File: src/rtl/scope_capture_ctrl.sv
// rtl/scope_capture_ctrl.sv - oscilloscope capture sequencer: circular pre/post-trigger write and time-ordered readout
module scope_capture_ctrl #(
  parameter int DATA_WIDTH = 16,
  parameter int ADDR_WIDTH = 14,
  // RAM read latency: 1 (no output register) or 2 (output register)
  parameter int RD_LAT     = 1
) (
  input  logic                  clk,
  input  logic                  rst_n,
  input  logic                  arm,
  input  logic                  abort,
  input  logic [ADDR_WIDTH-1:0] pre_len,
  input  logic                  trig,
  input  logic                  sample_valid,
  input  logic [DATA_WIDTH-1:0] sample_data,
  output logic                  ram_we,
  output logic [ADDR_WIDTH-1:0] ram_waddr,
  output logic [DATA_WIDTH-1:0] ram_wdata,
  output logic                  ram_re,
  output logic [ADDR_WIDTH-1:0] ram_raddr,
  input  logic [DATA_WIDTH-1:0] ram_rdata,
  output logic                  busy,
  output logic                  triggered,
  output logic                  done,
  input  logic                  rd_start,
  output logic                  out_valid,
  output logic [DATA_WIDTH-1:0] out_data,
  output logic                  out_last,
  input  logic                  out_ready
);

  // Skid FIFO holds every read that may be in flight when the consumer stalls
  localparam int FIFO_DEPTH = RD_LAT + 1;
  localparam int PW         = (FIFO_DEPTH > 1) ? $clog2(FIFO_DEPTH) : 1;
  localparam int CW         = $clog2(FIFO_DEPTH + 1);

  localparam logic [ADDR_WIDTH:0]   DEPTH_C  = {1'b1, {ADDR_WIDTH{1'b0}}};
  localparam logic [ADDR_WIDTH:0]   C_ONE    = 1;
  localparam logic [ADDR_WIDTH-1:0] A_ONE    = 1;
  localparam logic [PW-1:0]         P_ONE    = 1;
  localparam logic [PW-1:0]         PTR_LAST = PW'(FIFO_DEPTH - 1);

  typedef enum logic [2:0] {
    S_IDLE,
    S_PRE,
    S_WAIT_TRIG,
    S_POST,
    S_DONE,
    S_READ
  } state_e;

  state_e                state_q;
  logic [ADDR_WIDTH-1:0] wp_q;
  logic [ADDR_WIDTH-1:0] p_q;
  logic [ADDR_WIDTH-1:0] t_q;
  logic [ADDR_WIDTH-1:0] ra_q;
  logic [ADDR_WIDTH:0]   cnt_q;
  logic [ADDR_WIDTH:0]   issue_cnt_q;
  logic [ADDR_WIDTH:0]   emit_cnt_q;
  logic                  triggered_q;
  logic                  busy_q;
  logic                  done_q;

  logic [RD_LAT-1:0]     tag_q;
  logic [RD_LAT-1:0]     tag_d;
  logic [DATA_WIDTH-1:0] fifo_mem_q [FIFO_DEPTH];
  logic [PW-1:0]         fifo_wptr_q;
  logic [PW-1:0]         fifo_rptr_q;
  logic [CW-1:0]         fifo_cnt_q;

  logic                  writing;
  logic                  wr_en;
  logic                  rd_en;
  logic                  push;
  logic                  pop;
  logic [ADDR_WIDTH:0]   post_len;
  logic [CW:0]           inflight;
  logic [CW:0]           credit_used;

  // Strobe decode: writes follow sample_valid in the capture states, reads are credit-limited
  always_comb begin
    writing     = (state_q == S_PRE) || (state_q == S_WAIT_TRIG) || (state_q == S_POST);
    wr_en       = writing && sample_valid && !abort;
    post_len    = DEPTH_C - {1'b0, p_q};
    inflight    = '0;
    for (int i = 0; i < RD_LAT; i++) begin
      inflight = inflight + (CW+1)'(tag_q[i]);
    end
    pop         = (fifo_cnt_q != '0) && out_ready;
    // A pop this cycle frees a slot, which keeps readout at one sample per cycle
    credit_used = inflight + (CW+1)'(fifo_cnt_q) - (CW+1)'(pop);
    rd_en       = (state_q == S_READ) && !abort && (issue_cnt_q != '0) &&
                  (credit_used < (CW+1)'(FIFO_DEPTH));
    push        = tag_q[RD_LAT-1];
    tag_d       = (tag_q << 1) | RD_LAT'(rd_en);
  end

  assign ram_we    = wr_en;
  assign ram_waddr = wp_q;
  assign ram_wdata = wr_en ? sample_data : '0;
  assign ram_re    = rd_en;
  assign ram_raddr = ra_q;
  assign busy      = busy_q;
  assign done      = done_q;
  assign triggered = triggered_q;
  assign out_valid = (fifo_cnt_q != '0);
  assign out_data  = out_valid ? fifo_mem_q[fifo_rptr_q] : '0;
  assign out_last  = out_valid && (emit_cnt_q == C_ONE);

  // Capture/readout sequencer: state, pointers, counters and registered status flags
  always_ff @(posedge clk or negedge rst_n) begin
    if (!rst_n) begin
      state_q     <= S_IDLE;
      wp_q        <= '0;
      p_q         <= '0;
      t_q         <= '0;
      ra_q        <= '0;
      cnt_q       <= '0;
      issue_cnt_q <= '0;
      emit_cnt_q  <= '0;
      triggered_q <= 1'b0;
      busy_q      <= 1'b0;
      done_q      <= 1'b0;
    end else if (abort) begin
      state_q     <= S_IDLE;
      cnt_q       <= '0;
      issue_cnt_q <= '0;
      emit_cnt_q  <= '0;
      triggered_q <= 1'b0;
      busy_q      <= 1'b0;
      done_q      <= 1'b0;
    end else begin
      if (wr_en) begin
        wp_q <= wp_q + A_ONE;
      end
      if (rd_en) begin
        ra_q        <= ra_q + A_ONE;
        issue_cnt_q <= issue_cnt_q - C_ONE;
      end
      if (pop) begin
        emit_cnt_q <= emit_cnt_q - C_ONE;
      end
      case (state_q)
        S_IDLE, S_DONE: begin
          if (arm) begin
            // Re-arming leaves the RAM contents alone; they are overwritten by the new record
            p_q         <= pre_len;
            wp_q        <= '0;
            cnt_q       <= '0;
            triggered_q <= 1'b0;
            busy_q      <= 1'b1;
            done_q      <= 1'b0;
            state_q     <= (pre_len == '0) ? S_WAIT_TRIG : S_PRE;
          end else if ((state_q == S_DONE) && rd_start) begin
            // Oldest retained sample sits P entries before the trigger sample
            ra_q        <= t_q - p_q;
            issue_cnt_q <= DEPTH_C;
            emit_cnt_q  <= DEPTH_C;
            busy_q      <= 1'b1;
            done_q      <= 1'b0;
            state_q     <= S_READ;
          end
        end
        S_PRE: begin
          if (wr_en) begin
            cnt_q <= cnt_q + C_ONE;
            if ((cnt_q + C_ONE) == {1'b0, p_q}) begin
              state_q <= S_WAIT_TRIG;
            end
          end
        end
        S_WAIT_TRIG: begin
          if (wr_en && trig) begin
            // The trigger sample itself is post sample 1
            t_q         <= wp_q;
            triggered_q <= 1'b1;
            cnt_q       <= C_ONE;
            if (post_len == C_ONE) begin
              state_q <= S_DONE;
              busy_q  <= 1'b0;
              done_q  <= 1'b1;
            end else begin
              state_q <= S_POST;
            end
          end
        end
        S_POST: begin
          if (wr_en) begin
            cnt_q <= cnt_q + C_ONE;
            if ((cnt_q + C_ONE) == post_len) begin
              state_q <= S_DONE;
              busy_q  <= 1'b0;
              done_q  <= 1'b1;
            end
          end
        end
        S_READ: begin
          if (pop && (emit_cnt_q == C_ONE)) begin
            state_q <= S_IDLE;
            busy_q  <= 1'b0;
          end
        end
        default: begin
          state_q <= S_IDLE;
          busy_q  <= 1'b0;
          done_q  <= 1'b0;
        end
      endcase
    end
  end

  // Read-latency tag pipeline and skid FIFO pointers; abort discards everything in flight
  always_ff @(posedge clk or negedge rst_n) begin
    if (!rst_n) begin
      tag_q       <= '0;
      fifo_wptr_q <= '0;
      fifo_rptr_q <= '0;
      fifo_cnt_q  <= '0;
    end else if (abort) begin
      tag_q       <= '0;
      fifo_wptr_q <= '0;
      fifo_rptr_q <= '0;
      fifo_cnt_q  <= '0;
    end else begin
      tag_q <= tag_d;
      if (push) begin
        fifo_wptr_q <= (fifo_wptr_q == PTR_LAST) ? '0 : fifo_wptr_q + P_ONE;
      end
      if (pop) begin
        fifo_rptr_q <= (fifo_rptr_q == PTR_LAST) ? '0 : fifo_rptr_q + P_ONE;
      end
      fifo_cnt_q <= fifo_cnt_q + CW'(push) - CW'(pop);
    end
  end

  // Skid FIFO storage; contents are only visible through the occupancy-gated head
  always_ff @(posedge clk) begin
    if (push) begin
      fifo_mem_q[fifo_wptr_q] <= ram_rdata;
    end
  end

endmodule

File: config.mk
export PLATFORM = sky130hd
export DESIGN_NAME = scope_capture_ctrl
export DESIGN_NICKNAME = d
export VERILOG_FILES = /design/src/rtl/scope_capture_ctrl.sv
export SDC_FILE = /design/constraint.sdc
export NUM_CORES = 1
export LEC_CHECK = 0
export BUFFER_PORTS_ARGS = -buffer_cell sky130_fd_sc_hd__buf_2
export CAP_MARGIN = 20
export CORE_AREA = 2 2 105 158
export DETAILED_ROUTE_END_ITERATION = 6
export DIE_AREA = 0 0 107 160
export PLACE_DENSITY_LB_ADDON = 0.25
export SKIP_CTS_REPAIR_TIMING = 1
export SLEW_MARGIN = 30
export SYNTH_ARGS = -nofsm -noshare
export SYNTH_HDL_FRONTEND = slang
export SYNTH_SLANG_ARGS = --single-unit
File: constraint.sdc
create_clock -name clk -period 4.75 [get_ports clk]
set_clock_uncertainty 0.1 [all_clocks]
set_input_delay 0.475 -clock clk [delete_from_list [all_inputs] [get_ports clk]]
set_output_delay 0.475 -clock clk [all_outputs]
set_load 0.02 [all_outputs]
; Word level (Yosys, flattened, before mapping)
; Memory sizes are Yosys's and may differ from the RTL's.
; Index checks and enable logic that the tools add are counted.
; Widths: inputs -> output; s select.
[totals]
inputBits = 54
register_bits = 112
rom_bits = 0
mem_count = 1
latchBits = 0
ram_bits = 32
[op_classes]
n_mux = 67
mul = 0
n_addsub = 13
shift = 0
n_reduce_logical = 31
order_cmp = 1
div_mod_pow = 0
n_eq_ne = 21
bitwise_logic = 1
[mem_list]
columns = name, words, width, read_ports, rd_ports_with_merged_regs, write_ports, line_no
row1 = fifo_mem_q, 2, 16, 1, 0, 1, 66  ; logic [DATA_WIDTH-1:0] fifo_mem_q [FIFO_DEPTH];
[op_table]
columns = op, n
row1 = $mux 15, 14
row2 = $mux 14, 7
row3 = $pmux 15 s3, 1
row4 = $mux 16, 2
row5 = $eq 15x1->1 const B, 2
row6 = $mux 3, 10
row7 = $sub 15x1->15 const B, 2
row8 = $add 14x1->14 const B, 2
row9 = $mux 1, 27
row10 = $add 15x1->15 const B, 1
row11 = $eq 15x14->1, 1
row12 = $eq 15x15->1, 1
row13 = $ne 3x2->1 const B, 5
row14 = $pmux 3 s5, 1
row15 = $reduce_bool 15->1, 1
row16 = $sub 15x14->15 const A, 1
row17 = $logic_not 14->1, 1
row18 = $reduce_and 7->1, 2
row19 = $sub 14x14->14, 1
row20 = $logic_and 1x1->1, 10
row21 = $ne 3x3->1 const B, 3
row22 = $reduce_and 3->1, 3
row23 = $eq 3x2->1 const B, 2
row24 = $eq 3x3->1 const B, 2
row25 = 25 further kinds, 32

; Longest topological paths before layout
[logic_depth]
word_depth = 10
ltp_mapped = 16
ltp_nobuf = 15

; Worst setup path before layout
; No wires, ideal clock.
[synth_path]
path_kind = reg-to-reg
startpoint = register fifo_cnt_q[1]
endpoint = register issue_cnt_q[6]
required_ns = 4.518
path_slack_ns = 0.974
t_arrival_ns = 3.544
path_stages_with_launch = 16
setup_ns = 0.132
path_cell_list = dfrtp_1 nor2_1 inv_1 nand2_1 xnor2_1 ha_1 inv_1 fa_1 xnor2_1 nand3_1 a31oi_1 clkbuf_1 nand3_1 nor3_1 xnor2_1 nor2_1
[synth_between]
elab_chain_cells = 10
word_cells_on_any_way = 11
[synth_lines]
columns = item, line_no
row1 = start: declaration, 69  ; logic [CW-1:0] fifo_cnt_q;
row2 = start signal: assignment, 232  ; fifo_cnt_q <= fifo_cnt_q + CW'(push) - CW'(pop);
row3 = $reduce_bool 2->1 *, --
row4 = net out_valid, 26  ; output logic out_valid,
row5 = $logic_and 1x1->1 *, 89  ; pop = (fifo_cnt_q != '0) && out_ready;
row6 = $sub 3x1->3 *, 91  ; credit_used = inflight + (CW+1)'(fifo_cnt_q) - (CW+1)'(pop);
row7 = $lt 3x2->1 *, 93  ; (credit_used < (CW+1)'(FIFO_DEPTH));
row8 = $logic_and 1x1->1 *, 92  ; rd_en = (state_q == S_READ) && !abort && (issue_cnt_q != '0) &&
row9 = net ram_re, 19  ; output logic ram_re,
row10 = $mux 15 *, 136  ; if (rd_en) begin
row11 = $mux 15, 154  ; end else if ((state_q == S_DONE) && rd_start) begin
row12 = $mux 15, 145  ; if (arm) begin
row13 = $mux 15 *, 143  ; case (state_q)
row14 = $mux 15 *, 124  ; end else if (abort) begin
row15 = end signal: assignment, 138  ; issue_cnt_q <= issue_cnt_q - C_ONE;
row16 = end: declaration, 58  ; logic [ADDR_WIDTH:0] issue_cnt_q;
; Mark *: on every way through the listed nets, which the timed path passes. The rest lies on a longest branch.
; A chain may end at the register's enable or synchronous reset.

; Worst setup path in the final report
[layout_path]
startpoint = register fifo_cnt_q[1]
endpoint = output ram_re
[layout_between]
elab_chain_cells = 5
word_cells_on_any_way = 6
[layout_lines]
columns = item, line_no
row1 = branches (longest 2 deep; another with $add 1x2->3), --
row2 = $sub 3x1->3 *, 91
row3 = $lt 3x2->1 *, 93
row4 = $logic_and 1x1->1 *, 92
row5 = end: declaration, 19
; Every way passes the cells marked *.

==> impl_results.md <==
* Max rail drop VDD at between 0.0002 and 0.0003 V
* Comb pwr share at ~34%
* Area Growth Syn to Fin at 16.3%
* Biggest cell delay along the critical path at 0.53 ns
* Die W at 107 µm
* HP Class: in2reg
* Total wire length at 20,500 µm
* Cells after Synth at 897
* Maxcap violations at 0
* Top_reg_cell synth: dfrtp_1
* Die area at around 0.017 mm²
* Yosys synthesis warning count at 0
* Slew at the pin closest to its max-slew limit at 0.882 ns
* Relative slew margins at 40.7%
* Initial antenna violation count at 1
* Core ar. at 0.0159 mm²
* Sequential fraction of the synthesis area at 44.2%
* Dominant cell type by area after synthesis: dfrtp_1
* Switching Power at 1.82 mW
* Layout cells sized above 1 at 18.8%
* Post-Route Utilization at between 60 and 70%
* Clock-pin slew on the worst setup and hold paths at 0.06 ns
* DRC viols at 0
* CP required at roughly 4.2 ns
* Seq pwr share at 36.3%
* Root Buffer Master: clkbuf_16
* Clk network pwr share at roughly 30%
* WHS at approximately 0.14 ns
* P_leak at approximately 4.3 nW
* Final hold vios at 0
* Ports at 121
* Number of global-route vias before repair at 6,915
* CP Data Arrival Time at 3.37 ns
* Sw frac at 38.2%
* Routed Antenna Nets at 0
* Cell area power density at roughly 480 mW/mm²
* Critical Path Fanout Max at 18
* Cell Int Power at 2.94 mW
* Drt first pass iters at 5
* Total gr overflow at 0
* First-pass GRT wire length at 33,600 µm
* Final setup fails at 0
* WL per Instance at between 15 and 20 µm
* Syn_area_per_cell at 9.50 µm²
* Synth area leaders: dfrtp_1 (33%), edfxtp_1 (11%), xnor2_1 (4.7%)
* CTS max path bufs at 2
* Worst-Skew Late Latency at 0.42 ns
* Fmax at 253 MHz
* Vias at between 7,000 and 8,000
* R2R setup slack at 0.81 ns
* Seq cells post-synth at 144
* Final Instance Count excl. Fillers at roughly 1,200
* Nets at 1,081
* CTS tree: yes
* Setup CP Type: reg2out
* Final GP Congestion at 0.950
* Slew Limit Fails at 0
* CP max-delay cell: a31oi_1
* Distinct cells, synth at 67
* Number of synthesized flops with an enable pin at 32
* Mapped Nets at 975
* Critical Path Sink Type: output pin
* Hpwl dp at ~15,000 µm
* Total negative slack at 0 ns
* Crit share post-route at between 80% and 90%
* Ys async rst share at a little under 80%
* IO buf count at 120
* Die height at 160 µm
* N_diodes at 0
* DR vias/cell at 5.87
* Type of origin of the critical path: flip-flop
* Num Clock Sinks at 144
* Core Rows at 57
* Mapped Area at 0.00852 mm²
* Largest net degree at the start of global routing at between 60 and 70
* DRT iter0 DRCs at 361
* Dpl cells at 1,189
* RSZ-0062 raised after global routing: false
* Cells along the critical path: nor2_1 -> buf_4 -> inv_1 -> nand2_1 -> xnor2_1 -> ha_1 -> inv_1 -> fa_1 -> xnor2_1 -> nand3_1 -> a31oi_1 -> buf_2
* Htree depth at 4
* Inserted Clock Buffers at 17
* Post-route minimum period at 3.95 ns
* Status: finished, final reports clean
* Initial Utilization at a little over half
* GRT Overall Usage at 24.6%
* Synth top area share at 32.9%
## state kept, by name (all words and copies together) (netlist names), 2 cells and up
name,count
cnt_q,15
state_q,3
ram_waddr,14
fifo_mem_q,32
emit_cnt_q,15
ram_raddr,14
t_q,14
p_q,14
issue_cnt_q,15
fifo_cnt_q,2
## final cells by class
| class | count | area, µm² |
|---|---|---|
| Fill cell | 1429 | 6000 |
| Multi-Input combinational cell | 677 | 4450 |
| Sequential cell | 144 | 3760 |
| Timing Repair Buffer | 133 | 703 |
| Clock buffer | 19 | 443 |
| Tap cell | 206 | 258 |
| Clock inverter | 13 | 173 |
| Inverter | 30 | 113 |
## layout by cell type, fill, tap and decap left out, drive strengths merged, types with 8 or more instances in the layout
cell / count
xor2: 33
and2: 21
nand4: 19
a31oi: 8
ha: 22
mux2: 16
mux2i: 19
nor3: 28
clkbuf: 19
a211oi: 8
nand2: 54
and3: 14
edfxtp: 32
nor4: 20
a21oi: 40
nand3: 30
o21ai: 57
a22oi: 8
nor2: 104
xnor2: 46
o22a: 12
inv: 38
dfrtp: 112
or3: 21
buf: 132
## logic make-up after synthesis
logic type,after synthesis,synth area share (%)
AOI/OAI and AO/OA,186,14.3
xor gates and xnor gates,82,8.93
adders and majority gates,24,3.70
buffers and inverters,76,3.63
DFF,144,44.2
muxes,35,4.35
and+or+nand+nor,350,20.9
## per-stage QoR
step | total power, mW | cell area [µm²] | worst slack, ns
floorplan | 2.87 | 8520 | 0.974
global placement | 3.33 | 9280 | 0.983
finish | 4.76 | 9910 | 0.802
CTS | 4.78 | 9900 | 0.764
detailed placement | 3.35 | 9280 | 0.838
global route | 5.04 | 9910 | 0.485
## layer usage
metal  vias to the layer above  part of all wire [%]  GRT usage, %
met5                         -                 0.063             0
met4                         2                   4.0          11.3
met3                        60                   5.1          4.65
met2                       237                    51          43.3
met1                      3409                    40          28.7
li1                       3469                     -             -
## Yosys cell counts, types with 3 or more instances
cell type,number
mux2_2,16
nand2_1,54
a21oi_1,40
nor3_1,28
mux2i_1,19
inv_1,30
edfxtp_1,32
o22a_1,12
and4_1,5
o21ai_0,56
o21a_1,6
a22oi_1,8
and3_1,14
o22ai_1,4
buf_2,6
a211oi_1,8
or3_1,21
nor2b_1,6
or2_2,4
o211ai_1,4
a21boi_0,5
and2_1,21
nand2b_1,5
or4_1,6
o41ai_1,4
nand3b_1,3
o31ai_1,6
nor4b_1,5
xnor2_1,46
nand3_1,30
ha_1,22
nor2_1,104
a31oi_1,8
nand4_1,19
clkbuf_1,36
a221oi_1,3
dfrtp_1,112
nor4_1,19
xor2_1,33
## power by group through the flow
stage / Combinational [mW] / Clock, mW / Sequential [mW]
floorplan: 1.19 / 0 / 1.68
global placement: 1.59 / 0 / 1.74
detailed placement: 1.60 / 0 / 1.74
CTS: 1.62 / 1.44 / 1.72
global route: 1.79 / 1.50 / 1.75
finish: 1.62 / 1.41 / 1.73
## worst max-delay path: cells and delay by family, from the launching register on
kind                     cells  cell delay [ns]
flip-flops                   1             0.42
AND/OR/NAND/NOR              3             0.51
AO/OA/AOI/OAI                1             0.53
buffers and inverters        4             0.65
adder cells (fa/ha/maj)      2             0.53
XOR/XNOR                     2             0.33
## path summary, 6_finish.rpt
| kind | from | endpoint | depth (start not counted) |
|---|---|---|---|
| worst max register to register | fifo_cnt_q[1]$_DFF_PN0_ | issue_cnt_q[13]$_DFF_PN0_ | 16 |
| worst min register to register | t_q[6]$_DFFE_PN0P_ | t_q[6]$_DFFE_PN0P_ | 1 |
| min in group asynchronous | rst_n | cnt_q[6]$_DFFE_PN0P_ | 2 |
| max in group asynchronous | rst_n | issue_cnt_q[0]$_DFF_PN0_ | 3 |
| worst max-delay path | fifo_cnt_q[1]$_DFF_PN0_ | ram_re | 12 |
| worst min-delay path | ram_rdata[15] | fifo_mem_q[1][15]$_DFFE_PP_ | 1 |
No activity file was read; power rests on OpenSTA's default activity.
